--- src/rtl/rgb_cmd_pwm.sv ---
// rgb_cmd_pwm: SPI command decoder and 3-channel 8-bit PWM generator for the RGB LED stage.
//
// A parser decodes byte frames from the SPI slave. SET_RGB (R, G, B) loads new duties and
// SET_MODE sets test_mode. New duties are double-buffered: a full RGB triple is committed to
// a pending set, and the pending set is copied to the active set only at a PWM period
// boundary. This keeps each PWM period glitch-free.
//
// Ports:
//   clk        system clock
//   rst        synchronous active-high reset
//   rx_cs_n    SPI chip select (active-low, clk-synchronous); high ends or aborts a frame
//   rx_stb     one-cycle strobe: rx_data holds a complete received byte
//   rx_data    received byte
//   tx_data    byte to load for the next SPI transmit (8'h00 unless readback is built)
//   out_r/g/b  PWM bits for the LED stage (in_r/in_g/in_b)
//   test_mode  cycle-mode select for the LED stage; not used to gate the PWM outputs here
//
// Optional feature: define RGB_READBACK_EN to build CMD_GET_RGB. This command returns the
// active R, G and B duties on tx_data, one per received byte.
module rgb_cmd_pwm #(
  parameter int unsigned PRESCALE     = 64,
  parameter logic [7:0]  CMD_SET_RGB  = 8'h01,
  parameter logic [7:0]  CMD_SET_MODE = 8'h02,
  parameter logic [7:0]  CMD_GET_RGB  = 8'h03
) (
  input  logic       clk,
  input  logic       rst,
  input  logic       rx_cs_n,
  input  logic       rx_stb,
  input  logic [7:0] rx_data,
  output logic [7:0] tx_data,
  output logic       out_r,
  output logic       out_g,
  output logic       out_b,
  output logic       test_mode
);

  localparam int unsigned PreW = (PRESCALE > 1) ? $clog2(PRESCALE) : 1;
  localparam logic [PreW-1:0] PreMax = PreW'(PRESCALE - 1);

  typedef enum logic [2:0] {
    StIdle,
    StGetR,
    StGetG,
    StGetB,
    StGetMode,
`ifdef RGB_READBACK_EN
    StRdR,
    StRdG,
`endif
    StDrop
  } state_e;

  state_e          state_q;
  logic [7:0]      shadow_r_q, shadow_g_q;
  logic [7:0]      pend_r_q, pend_g_q, pend_b_q;
  logic            pend_flag_q;
  logic [7:0]      act_r_q, act_g_q, act_b_q;
  logic [PreW-1:0] pre_q;
  logic [7:0]      cnt_q;
  logic            tick, period_end, byte_ok, commit;

  assign tick       = (pre_q == PreMax);
  assign period_end = tick && (cnt_q == 8'd254);
  assign byte_ok    = rx_stb && !rx_cs_n;
  // The blue byte goes straight into the pending set, so no blue shadow register is needed.
  assign commit     = byte_ok && (state_q == StGetB);

`ifdef RGB_READBACK_EN
  logic [7:0] tx_q;
  assign tx_data = tx_q;
`else
  assign tx_data = 8'h00;
`endif

  // Command parser
  always_ff @(posedge clk) begin
    if (rst) begin
      state_q    <= StIdle;
      shadow_r_q <= 8'h00;
      shadow_g_q <= 8'h00;
      test_mode  <= 1'b0;
`ifdef RGB_READBACK_EN
      tx_q       <= 8'h00;
`endif
    end else if (rx_cs_n) begin
      state_q <= StIdle;
`ifdef RGB_READBACK_EN
      tx_q    <= 8'h00;
`endif
    end else if (rx_stb) begin
      unique case (state_q)
        StIdle: begin
          if (rx_data == CMD_SET_RGB) begin
            state_q <= StGetR;
          end else if (rx_data == CMD_SET_MODE) begin
            state_q <= StGetMode;
`ifdef RGB_READBACK_EN
          end else if (rx_data == CMD_GET_RGB) begin
            tx_q    <= act_r_q;
            state_q <= StRdR;
`else
          end else if (rx_data == CMD_GET_RGB) begin
            state_q <= StDrop;  // readback not built: treated as unknown
`endif
          end else begin
            state_q <= StDrop;
          end
        end
        StGetR: begin
          shadow_r_q <= rx_data;
          state_q    <= StGetG;
        end
        StGetG: begin
          shadow_g_q <= rx_data;
          state_q    <= StGetB;
        end
        StGetB:    state_q <= StDrop;
        StGetMode: begin
          test_mode <= rx_data[0];
          state_q   <= StDrop;
        end
`ifdef RGB_READBACK_EN
        StRdR: begin
          tx_q    <= act_g_q;
          state_q <= StRdG;
        end
        StRdG: begin
          tx_q    <= act_b_q;
          state_q <= StDrop;
        end
`endif
        StDrop:  state_q <= StDrop;
        default: state_q <= StIdle;
      endcase
    end
  end

  // Duty double-buffer. A commit on the same edge as a period end overrides the flag clear,
  // so the fresh triple stays pending for the following boundary.
  always_ff @(posedge clk) begin
    if (rst) begin
      pend_r_q    <= 8'h00;
      pend_g_q    <= 8'h00;
      pend_b_q    <= 8'h00;
      pend_flag_q <= 1'b0;
      act_r_q     <= 8'h00;
      act_g_q     <= 8'h00;
      act_b_q     <= 8'h00;
    end else begin
      if (period_end && pend_flag_q) begin
        act_r_q     <= pend_r_q;
        act_g_q     <= pend_g_q;
        act_b_q     <= pend_b_q;
        pend_flag_q <= 1'b0;
      end
      if (commit) begin
        pend_r_q    <= shadow_r_q;
        pend_g_q    <= shadow_g_q;
        pend_b_q    <= rx_data;
        pend_flag_q <= 1'b1;
      end
    end
  end

  // Prescaler, 255-step PWM counter and registered compare
  always_ff @(posedge clk) begin
    if (rst) begin
      pre_q <= '0;
      cnt_q <= 8'h00;
      out_r <= 1'b0;
      out_g <= 1'b0;
      out_b <= 1'b0;
    end else begin
      pre_q <= tick ? '0 : pre_q + 1'b1;
      if (tick) begin
        cnt_q <= (cnt_q == 8'd254) ? 8'h00 : cnt_q + 8'd1;
      end
      out_r <= (cnt_q < act_r_q);
      out_g <= (cnt_q < act_g_q);
      out_b <= (cnt_q < act_b_q);
    end
  end

endmodule

--- config.mk ---
export PLATFORM = sky130hd
export DESIGN_NAME = rgb_cmd_pwm
export DESIGN_NICKNAME = d
export VERILOG_FILES = /design/src/rtl/rgb_cmd_pwm.sv
export SDC_FILE = /design/constraint.sdc
export NUM_CORES = 1
export LEC_CHECK = 0
export BUFFER_PORTS_ARGS = -buffer_cell sky130_fd_sc_hd__buf_2
export CAP_MARGIN = 20
export CORE_MARGIN = 1.5
export CORE_UTILIZATION = 25
export CTS_CLUSTER_SIZE = 12
export DETAILED_ROUTE_END_ITERATION = 16
export PLACE_DENSITY = 0.44
export RECOVER_POWER = 25
export SLEW_MARGIN = 0
export SYNTH_ARGS = -nofsm -noshare
export SYNTH_HDL_FRONTEND = slang
export SYNTH_SLANG_ARGS = --single-unit
--- constraint.sdc ---
create_clock -name clk -period 1.75 [get_ports clk]
set_input_delay 0.0875 -clock clk [delete_from_list [all_inputs] [get_ports clk]]
set_output_delay 0.0875 -clock clk [all_outputs]
set_load 0.01 [all_outputs]
Yosys cells after proc, flatten, opt, wreduce, memory -nomap -nowiden
Index checks and enable logic that the tools add are counted.
{ "classes": {"n_reduce_logical": 13, "addsub": 2, "muxes": 6, "n_eq_ne": 9, "bitwise": 1, "order_cmp": 3} }
{ "ops": {"columns": ["op", "n"], "rows": [
  ["8-bit less-than comparator", 3],
  ["3-bit one-hot mux with 4 select lines", 1],
  ["3-bit AND reduction", 3],
  ["8-bit by 1-bit adder with 8-bit output, second input constant", 1],
  ["8-bit by 1-bit == test with 1-bit output, second input constant", 1],
  ["8-bit by 2-bit == test with 1-bit output, second input constant", 1],
  ["8-bit == test, second input constant", 1],
  ["8-bit 2-to-1 mux", 1],
  ["6-bit by 1-bit adder with 6-bit output, second input constant", 1],
  ["3-bit by 2-bit == test with 1-bit output, second input constant", 2],
  ["3-bit == test, second input constant", 2],
  ["6-bit == test, second input constant", 1],
  ["1-bit logical AND", 4],
  ["2-bit OR reduction", 2],
  ["3-bit by 1-bit == test with 1-bit output, second input constant", 1],
  ["3-bit logical NOT", 1],
  ["1-bit 2-to-1 mux", 3],
  ["3-bit 2-to-1 mux", 1],
  ["3-bit OR reduction", 1],
  ["2-bit nonzero test", 1],
  ["1-bit logical NOT", 1],
  ["1-bit inverter", 1]
]} }
{ "totals": {"reg_bits": 86} }

Depth between registers and ports, before layout
Gate-level depths: netlist (run 1).
{ "logic_depth": {"word_depth": 5, "depth_mapped": 8} }

Worst setup path before layout (run 1)
No wires, ideal clock.
{ "synth_timing": {"path_kind": "register -> register", "from": "register pre_q[0]", "to": "register act_b_q[4]", "n_path_buf": 2, "setup_slack_ns": 0.184, "arrival_ns": 1.494, "setup_time_ns": 0.072, "synth_period_minus_slack_ns": 1.566, "stages_incl_launch_ff": 8, "cell_sequence": "dfxtp_1 -> ha_1 -> nand4_4 -> nor2_4 -> and3_4 -> buf_12 -> buf_12 -> mux2i_1"} }
{ "synth_between": {"elab_chain_len": 3} }
{ "synth_rtl": {"columns": ["item", "line", "rtl"], "rows": [
  ["start: declaration", "59", "logic [PreW-1:0] pre_q;"],
  ["start signal: assignment", "175", "pre_q <= tick ? '0 : pre_q + 1'b1;"],
  ["6-bit == test", "63", "assign tick = (pre_q == PreMax);"],
  ["1-bit logical AND", "64", "assign period_end = tick && (cnt_q == 8'd254);"],
  ["1-bit logical AND", "151", "if (period_end && pend_flag_q) begin"],
  ["end signal: assignment", "154", "act_b_q <= pend_b_q;"],
  ["end: declaration", "58", "logic [7:0] act_r_q, act_g_q, act_b_q;"]
]} }
No other way between the ends.
A chain may end at the register's enable or synchronous reset.

Worst setup path in the final report (run 1)
{ "layout_timing": {"from": "register cnt_q[7]", "to": "register out_g"} }
{ "layout_between": {"elab_chain_len": 1} }
{ "layout_rtl": {"columns": ["item", "line", "rtl"], "rows": [
  ["start: declaration", "60", "logic [7:0] cnt_q;"],
  ["start signal: assignment", "177", "cnt_q <= (cnt_q == 8'd254) ? 8'h00 : cnt_q + 8'd1;"],
  ["8-bit less-than comparator", "180", "out_g <= (cnt_q < act_g_q);"],
  ["end signal: assignment", "180", null],
  ["end: declaration", "33", "output logic out_g,"]
]} }
No other way between the ends.

==> flow_summary.ini, run 1 <==
[run_status]
status = finished clean

[synthesis]
syn-cell-area_mm2 = 0.00410
synth.avg_cell_area_um2 = 8.91
ys_types = 41
synth_cells = 460
ys.warnings.count = 0
ys_seq_elements = 86
ys_seq_area_frac = 0.420

[clock_tree]
clk_pin_slew_ns = 0.06
tritoncts = built
post_cts_buffers = 0
numCtsBuffers = 9
clkSinkCount = 86
clockRootBuffer = clkbuf_16
htreeDepth = 3
cts.path.max_buffers = 2
clkLatencyLatePin_ns = 0.34

[worst_setup_path]
crit_end = out_g
reg2reg_depth = 4
crit_arrival_ns = 1.90
path_max_fanout = 6
startpoint_type = register
timing.rr.start = cnt_q[7]
critPathKind = register to register
rr_endpoint = out_g
endpoint_kind = register
crit_required_ns = 2.00
r2r_slack_ns = 0.10
worstSetupStartpoint = cnt_q[7]

[pwr]
leakage_nw = 1.60
pwr-share-comb = 0.038
swShare = 0.220
power.switching_mw = 0.889
power_frac_clock = 0.470
ir_worst_vdd_v = 0.000435
seqPwrFrac = 0.492
powerDensity_mw_per_mm2 = 861
total_power_mw = 4.03
p_int_mw = 3.14

[floorplan]
die_w_um = 131
row_count = 46
start_util = 0.257
fp.coreArea_mm2 = 0.0159
io_pins = 24
die_h_um = 131
die-area_mm2 = 0.0172

[final_layout]
syn_to_final_growth_pct = 14.3
fillers = 1705
regArea_mm2 = 0.00172
num_antenna_cells = 0
multi_input_area_mm2 = 0.00210
nets = 513
drive_above_1_share = 0.0975

[placement]
dp_hpwl_um = 6240
port_buffers = 15
place.gp.congestion = 0.730

[global_routing]
grt_pass1_wl_um = 14800
grt_pass1_vias = 2970
grt_busiest_layer = met2
grt.total_usage = 0.114
grt_max_degree = 53
antenna_found_initial = 0
use_met3 = 0.0375
use_met2 = 0.180
grt-ovfl-total = 0
met1_usage = 0.148

[sta]
setup_tns_ns = 0
finalCriticalPeriod_ns = 1.65
setup_viol = 0
skew_ns = 0.00599
hold_viol = 0
max_freq_mhz = 607
rsz0062_at_grt = false
fin_crit_sh = 0.942
drv_slew = 0

[drt]
firstDrtPassIters = 4
drt-initial-drc-count = 186
drc = 0
wl_um = 8960
viasPerCell = 4.32
detail_route.wl_per_cell_um = 12.8
ant_nets = 0
vias = 3012

[min_path]
hp-start = rx_data[2]
hold_class = input pin to register

[run]
drv_cap = 0
[sequential cells by signal (all words and copies together), names as in the netlist, 6 cells and up]
| register | flops |
|---|---|
| act_b_q | 8 |
| act_g_q | 8 |
| act_r_q | 8 |
| cnt_q | 8 |
| pend_b_q | 8 |
| pend_g_q | 8 |
| pend_r_q | 8 |
| shadow_g_q | 8 |
| shadow_r_q | 8 |
| pre_q | 6 |
[how the worst min path moves through the flow]
stage                     to  slack (ns)  depth (start not counted)
2_1_floorplan     state_q[0]        0.17                          1
3_3_place_gp      state_q[2]        0.34                          2
3_5_place_dp      state_q[2]        0.34                          2
4_1_cts          pend_b_q[6]        0.04                          3
5_1_grt        shadow_g_q[2]        0.04                          3
6_report       shadow_g_q[2]        0.06                          3
[final cells by class]
| class | instances | area share |
|---|---|---|
| repair buffers | 30 | 0.0436 |
| multi-input cells | 325 | 0.449 |
| clock inverters | 5 | 0.0123 |
| flip-flops and latches | 86 | 0.368 |
| well taps | 216 | 0.0577 |
| inverters | 25 | 0.0200 |
| clock buffers | 11 | 0.0497 |
[critical path, stage by stage (launching register included)]
cell and delay [ns]:
dfxtp_1 0.50, ha_1 0.30, and3_1 0.16, a2111o_1 0.40
a31oi_1 0.20
[layout by cell type (no fill, tap or decap), drive strengths merged, types with 6 or more instances in the layout]
master / count
a21oi: 39
a31oi: 6
buf: 23
clkbuf: 17
conb: 8
dfxtp: 86
ha: 24
inv: 27
mux2i: 33
nand2: 64
nand2b: 51
nand3: 16
nor2: 24
nor3: 7
xnor2: 8
[cells in the mapped netlist]
master     count  area share
o21ai_0        3      0.0037
a2bb2oi_1      1      0.0021
mux2i_1       33       0.081
nor2_1        23       0.021
nor4b_1        2      0.0043
nand4_4        1      0.0052
ha_1          24       0.073
nand3b_1       1      0.0018
nor2b_1        5      0.0076
nor3b_1        1      0.0018
buf_2          5      0.0061
buf_1          3      0.0027
nand4_1        4      0.0061
nand4b_1       1      0.0021
a2111o_1       4       0.011
nand3_1       16       0.020
a21oi_1       39       0.048
inv_1         25       0.023
nand2b_1      51       0.078
a31oi_1        6      0.0092
o21bai_1       3      0.0055
and4_2         1      0.0024
nor2_4         1      0.0027
and3_4         1      0.0027
xor2_1         3      0.0064
xnor2_1        8       0.017
dfxtp_1       86        0.42
a211oi_1       4      0.0073
nor3b_2        1      0.0031
buf_4         10       0.018
nor4_1         2      0.0031
nand2_1       63       0.058
nor3_1         7      0.0085
nand2_2        1      0.0015
conb_1         1     0.00092
or2_2          1      0.0015
and3_1         4      0.0061
clkbuf_1      10      0.0092
o21bai_2       1      0.0027
buf_12         3       0.015
o22ai_1        1      0.0015
[power by group through the flow]
stage	Combinational [mW]	Clock, mW	Sequential, mW
after floorplan	0.112	0	2.02
after global placement	0.151	0	2.03
after detailed placement	0.152	0	2.03
after CTS	0.154	1.96	1.98
after global routing	0.169	2.04	1.98
final	0.154	1.90	1.98
[metal layers]
metal | share of wire | wire (um)
met2 | 0.44 | 3930
met5 | 0 | 0
met3 | 0.049 | 435
met1 | 0.50 | 4500
met4 | 0.011 | 95
[cell families after synthesis]
group	share of synthesized area
and+or+nand+nor	0.237
adders and majority gates	0.0733
DFF	0.420
other	0.000915
buffers and inverters	0.0739
xor gates and xnor gates	0.0235
muxes	0.0806
AOI/OAI and AO/OA	0.0907
[per-stage QoR]
step / cell area, um^2 / hold slack, ns / worst slack [ns] / std cells / utilization
floorplan: 4120 / 0.166 / 0.184 / 467 / -
global placement: 4390 / 0.336 / 0.114 / 681 / 0.275
detailed placement: 4390 / 0.341 / 0.0986 / 681 / 0.275
CTS: 4690 / 0.0417 / 0.0723 / 698 / 0.294
global route: 4680 / 0.0436 / 0.0194 / 698 / 0.294
finish: 4680 / 0.0577 / 0.101 / 698 / 0.294
[what timing repair did]
action | CTS | global route
setup endpoints to repair | 0 | 21
gates resized for setup | 0 | 1
hold endpoints to repair | 3 | 0
hold buffers | 1 | 0
Note: power is estimated with default switching activity, not from simulation.
==> run 2: changes to the inputs <==
- CAP_MARGIN: 20 -> unset
- PLACE_DENSITY: 0.44 -> 0.47
==> run 2 against run 1 <==
Against the previous run:
- routed wire length grew 0.15%
- critical path depth grew 1
- final area grew 0.35%
- register-to-register slack lost 0.07 ns
- flip-flop and latch count is the same
- first-iteration DRC count grew 7.5%
- combinational power grew 4%
- non-clock buffer count grew 1
- worst setup slack lost 0.068 ns
- critical path type unchanged
- largest cell class unchanged
==> flow_summary.ini, run 2 (synthesis results as in run 1) <==
[floorplan]
io_pins = 24
die_h_um = 131
die-area_mm2 = 0.0172
row_count = 46
fp.coreArea_mm2 = 0.0159
die_w_um = 131
start_util = 0.257

[worst_setup_path]
critPathKind = register to register
crit_required_ns = 1.98
r2r_slack_ns = 0.03
timing.rr.start = cnt_q[6]
reg2reg_depth = 5
endpoint_kind = register
cp_cell_sequence = ha_1 -> a21oi_1 -> nor2b_1 -> a2111o_1 -> a31oi_1
crit_arrival_ns = 1.95
path_max_fanout = 5
slowest_stage = dfxtp_1
crit_path_max_incr_delay_ns = 0.46
rr_endpoint = out_g
startpoint_type = register

[final_layout]
mostFrequentLayoutCell = dfxtp_1
num_antenna_cells = 0
drive_above_1_share = 0.102
syn_to_final_growth_pct = 14.7
nets = 514
layout_common_cells = 86 x dfxtp_1, 63 x nand2_1, 51 x nand2b_1, 39 x a21oi_1, 33 x mux2i_1

[clock_tree]
clk_pin_slew_ns = 0.06
clkSinkCount = 86
numCtsBuffers = 9
cts.path.max_buffers = 2
htreeDepth = 3
clkLatencyLatePin_ns = 0.34
clockRootBuffer = clkbuf_16
tritoncts = built
post_cts_buffers = 0

[sta]
rsz0062_at_grt = false
hold_viol = 0
fin_crit_sh = 0.981
timing.slew.headroom = 0.613
skew_ns = 0.00531
whs_ns = 0.0636
setup_tns_ns = 0
drv_slew = 0
max_freq_mhz = 582
finalCriticalPeriod_ns = 1.72
setup_viol = 0
worst_pin_slew_ns = 0.581

[drt]
ant_nets = 0
vias = 3001
detail_route.wl_per_cell_um = 12.8
viasPerCell = 4.30
wl_um = 8970
firstDrtPassIters = 4
drc = 0
drt-initial-drc-count = 200

[run_status]
status = finished clean

[global_routing]
grt.total_usage = 0.112
grt_pass1_wl_um = 14700
grt_pass1_vias = 2900
grt-ovfl-total = 0
grt_max_degree = 40
antenna_found_initial = 0

[placement]
place.gp.congestion = 0.786
port_buffers = 15
dp_hpwl_um = 6250

[run]
drv_cap = 0

[pwr]
swShare = 0.221
power_frac_clock = 0.466
seqPwrFrac = 0.494
leakage_nw = 1.61
power.switching_mw = 0.885
p_int_mw = 3.13
ir_worst_vdd_v = 0.000600
pwr-share-comb = 0.040
powerDensity_mw_per_mm2 = 855

[min_path]
whs_path_depth = 3
hold_end = pend_b_q[7]
hold_class = input pin to register
hp-start = rx_data[7]
==> run 2: power groups by stage <==
| stage | registers, mW | clock network [mW] | logic [mW] |
|---|---|---|---|
| global route | 1.98 | 2.04 | 0.175 |
| detailed placement | 2.03 | 0 | 0.157 |
| floorplan | 2.02 | 0 | 0.112 |
| global placement | 2.03 | 0 | 0.154 |
| CTS | 1.98 | 1.95 | 0.160 |
| finish | 1.98 | 1.87 | 0.160 |
==> run 2: cell type report <==
class                           count  area (um^2)
Clock inverter                      6         61.3
Sequential cell                    86         1720
Tap cell                          216          270
Multi-Input combinational cell    325         2100
Inverter                           25         93.8
Clock buffer                        9          225
Fill cell                        1734        11200
Timing Repair Buffer               31          224
==> run 2: critical path, delay by kind of cell, from the launching register on <==
kind / cells / cell delay [ns]
AO/OA/AOI/OAI: 3 / 0.79
adder cells (fa/ha/maj): 1 / 0.30
flip-flops: 1 / 0.46
AND/OR/NAND/NOR: 1 / 0.07
==> run 2: worst max path at each step <==
stage          cells past startpoint  slack, ns         end      from
2_1_floorplan                      7       0.18  act_b_q[4]  pre_q[0]
3_3_place_gp                       4       0.09       out_g  cnt_q[7]
3_5_place_dp                       5       0.08       out_g  cnt_q[6]
4_1_cts                            5       0.05       out_g  cnt_q[6]
5_1_grt                            5      0.001       out_g  cnt_q[6]
6_report                           5       0.03       out_g  cnt_q[6]
==> run 2: stage by stage <==
stage / total power [mW] / cell area [um^2] / util / setup WS (ns) / std cells
after floorplan: 2.13 / 4120 / - / 0.184 / 467
after global routing: 4.20 / 4700 / 0.295 / 0.00123 / 698
after CTS: 4.09 / 4710 / 0.295 / 0.0497 / 698
after global placement: 2.18 / 4410 / 0.277 / 0.0948 / 682
final: 4.02 / 4700 / 0.295 / 0.0329 / 698
after detailed placement: 2.18 / 4410 / 0.277 / 0.0789 / 682
==> run 2: per-layer routing <==
metal / track usage / part of all wire
met5: 0 / 0
met4: 0.0440 / 0.017
met3: 0.0322 / 0.038
met2: 0.165 / 0.43
met1: 0.153 / 0.51
==> run 2: timing repair <==
action | 4_1_cts | 5_1_grt
gates resized for setup | 0 | 1
hold buffers | 1 | 0
setup endpoints to repair | 0 | 4
endpoints found under the hold margin | 3 | 0
==> run 3: changes to the inputs <==
- BUFFER_PORTS_ARGS: -buffer_cell sky130_fd_sc_hd__buf_2 -> -buffer_cell sky130_fd_sc_hd__buf_4
==> run 3 against run 2 <==
Against the previous run:
- critical path depth unchanged
- clock power up 3%
- final area fell by 0.13%
- highest routed layer unchanged
- global-route usage fell by 0.27 points
- register-to-register slack better by 0.11 ns
- first-iteration DRC count down 11%
- die area stayed put
- sequential share of layout area increased by 0.10 points
- sequential power is essentially flat
- combinational power is 4% lower
- critical path type unchanged
- fmax grew 6.6%
==> flow_summary.ini, run 3 (synthesis results as in run 1) <==
[worst_setup_path]
crit_end = pend_r_q[6]
timing.rr.start = state_q[2]
reg2reg_depth = 5
cpLargestDelayFamily = simple AND/OR/NAND/NOR gates
crit_arrival_ns = 1.88
path_max_fanout = 24
slowest_stage = dfxtp_1
rr_endpoint = pend_r_q[6]
crit_path_max_incr_delay_ns = 0.39
critPathKind = register to register
cp_cell_sequence = nor3b_2 -> and3_1 -> clkbuf_2 -> nand2_1 -> a21oi_1
worstSetupStartpoint = state_q[2]
crit_buf_inv = 1
crit_required_ns = 2.02
startpoint_type = register
r2r_slack_ns = 0.14
endpoint_kind = register
crit_cells = 5

[clock_tree]
numCtsBuffers = 9
clkLatencyLatePin_ns = 0.34
cts.path.max_buffers = 2
clkSinkCount = 86
clockRootBuffer = clkbuf_16
tritoncts = built
htreeDepth = 3
clk_pin_slew_ns = 0.06
post_cts_buffers = 0

[pwr]
total_power_mw = 4.07
leakage_nw = 1.59
powerDensity_mw_per_mm2 = 867
ir_worst_vdd_v = 0.000456

[sta]
fin_ws_ns = 0.140
rsz0062_at_grt = false
hold_viol = 0
skew_ns = 0.00670
timing.slew.headroom = 0.598
max_freq_mhz = 621
fin_crit_sh = 0.920
worst_pin_slew_ns = 0.603
setup_viol = 0
drv_slew = 0
finalCriticalPeriod_ns = 1.61
setup_tns_ns = 0

[final_layout]
mostFrequentLayoutCell = dfxtp_1
layout_common_cells = 84 x dfxtp_1, 63 x nand2_1, 51 x nand2b_1, 39 x a21oi_1, 33 x mux2i_1
syn_to_final_growth_pct = 14.5
num_antenna_cells = 0
drive_above_1_share = 0.100
fillers = 1716
nets = 511

[floorplan]
start_util = 0.257
die_w_um = 131
die-area_mm2 = 0.0172
row_count = 46
fp.coreArea_mm2 = 0.0159
die_h_um = 131
io_pins = 24

[min_path]
hp-start = rx_data[4]
hold_class = input pin to register

[placement]
port_buffers = 15
place.gp.congestion = 0.743
dp_slack_ns = 0.0938
dp_hpwl_um = 6100

[global_routing]
grt.total_usage = 0.109
grt_pass1_wl_um = 14200
grt-ovfl-total = 0
grt_pass1_vias = 2831
grt_max_degree = 75
antenna_found_initial = 0

[drt]
drc = 0
vias = 3051
detail_route.wl_per_cell_um = 12.6
firstDrtPassIters = 4
drt-initial-drc-count = 179
viasPerCell = 4.39
wl_um = 8790
ant_nets = 0

[run_status]
status = finished clean

[run]
drv_cap = 0
## run 3: power breakdown
group,internal [mW],leakage (nW),switching (mW)
Combinational,0.0646,0.755,0.0887
Sequential,1.97,0.694,0.0141
Clock,1.14,0.141,0.792
Total,3.17,1.59,0.895
## run 3: layer usage
metal	track usage	part of all wire	up-vias
li1	-	-	1553
met1	0.144	0.51	1436
met2	0.166	0.44	51
met3	0.0305	0.041	11
met4	0.0478	0.014	0
met5	0	0	-
## run 3: worst reg2reg max path, cell delays in order (launching register included)
cell      delay, ns
dfxtp_1        0.39
nor3b_2        0.26
and3_1         0.17
clkbuf_2       0.39
nand2_1        0.19
a21oi_1        0.14
## run 3: final cells by class
type / count / area, um^2 / area share
flip-flops and latches: 86 / 1720 / 0.367
well taps: 216 / 270 / 0.0576
multi-input cells: 325 / 2100 / 0.448
clock buffers: 10 / 239 / 0.0509
repair buffers: 28 / 204 / 0.0435
clock inverters: 5 / 58.8 / 0.0125
inverters: 25 / 93.8 / 0.0200
## run 3: worst min path at each step
| stage | endpoint | slack, ns | cells past startpoint |
|---|---|---|---|
| after global placement | state_q[2] | 0.30 | 2 |
| after global routing | pend_b_q[6] | 0.03 | 3 |
| after CTS | shadow_g_q[4] | 0.02 | 3 |
| final | shadow_g_q[4] | 0.03 | 3 |
| after detailed placement | state_q[0] | 0.31 | 2 |
| after floorplan | state_q[0] | 0.17 | 1 |
## run 3: per-stage QoR
stage | area, um^2 | hold WS [ns] | util | std cells
after floorplan | 4120 | 0.166 | - | 467
after global placement | 4400 | 0.304 | 0.276 | 679
after detailed placement | 4400 | 0.308 | 0.276 | 679
after CTS | 4710 | 0.0163 | 0.295 | 695
after global routing | 4690 | 0.0268 | 0.294 | 695
final | 4690 | 0.0291 | 0.294 | 695
## run 3: timing repair
item | CTS | global route
gates resized for setup | 0 | 3
hold endpoints to repair | 3 | 0
endpoints found under the setup margin | 0 | 4
hold buffers | 1 | 0
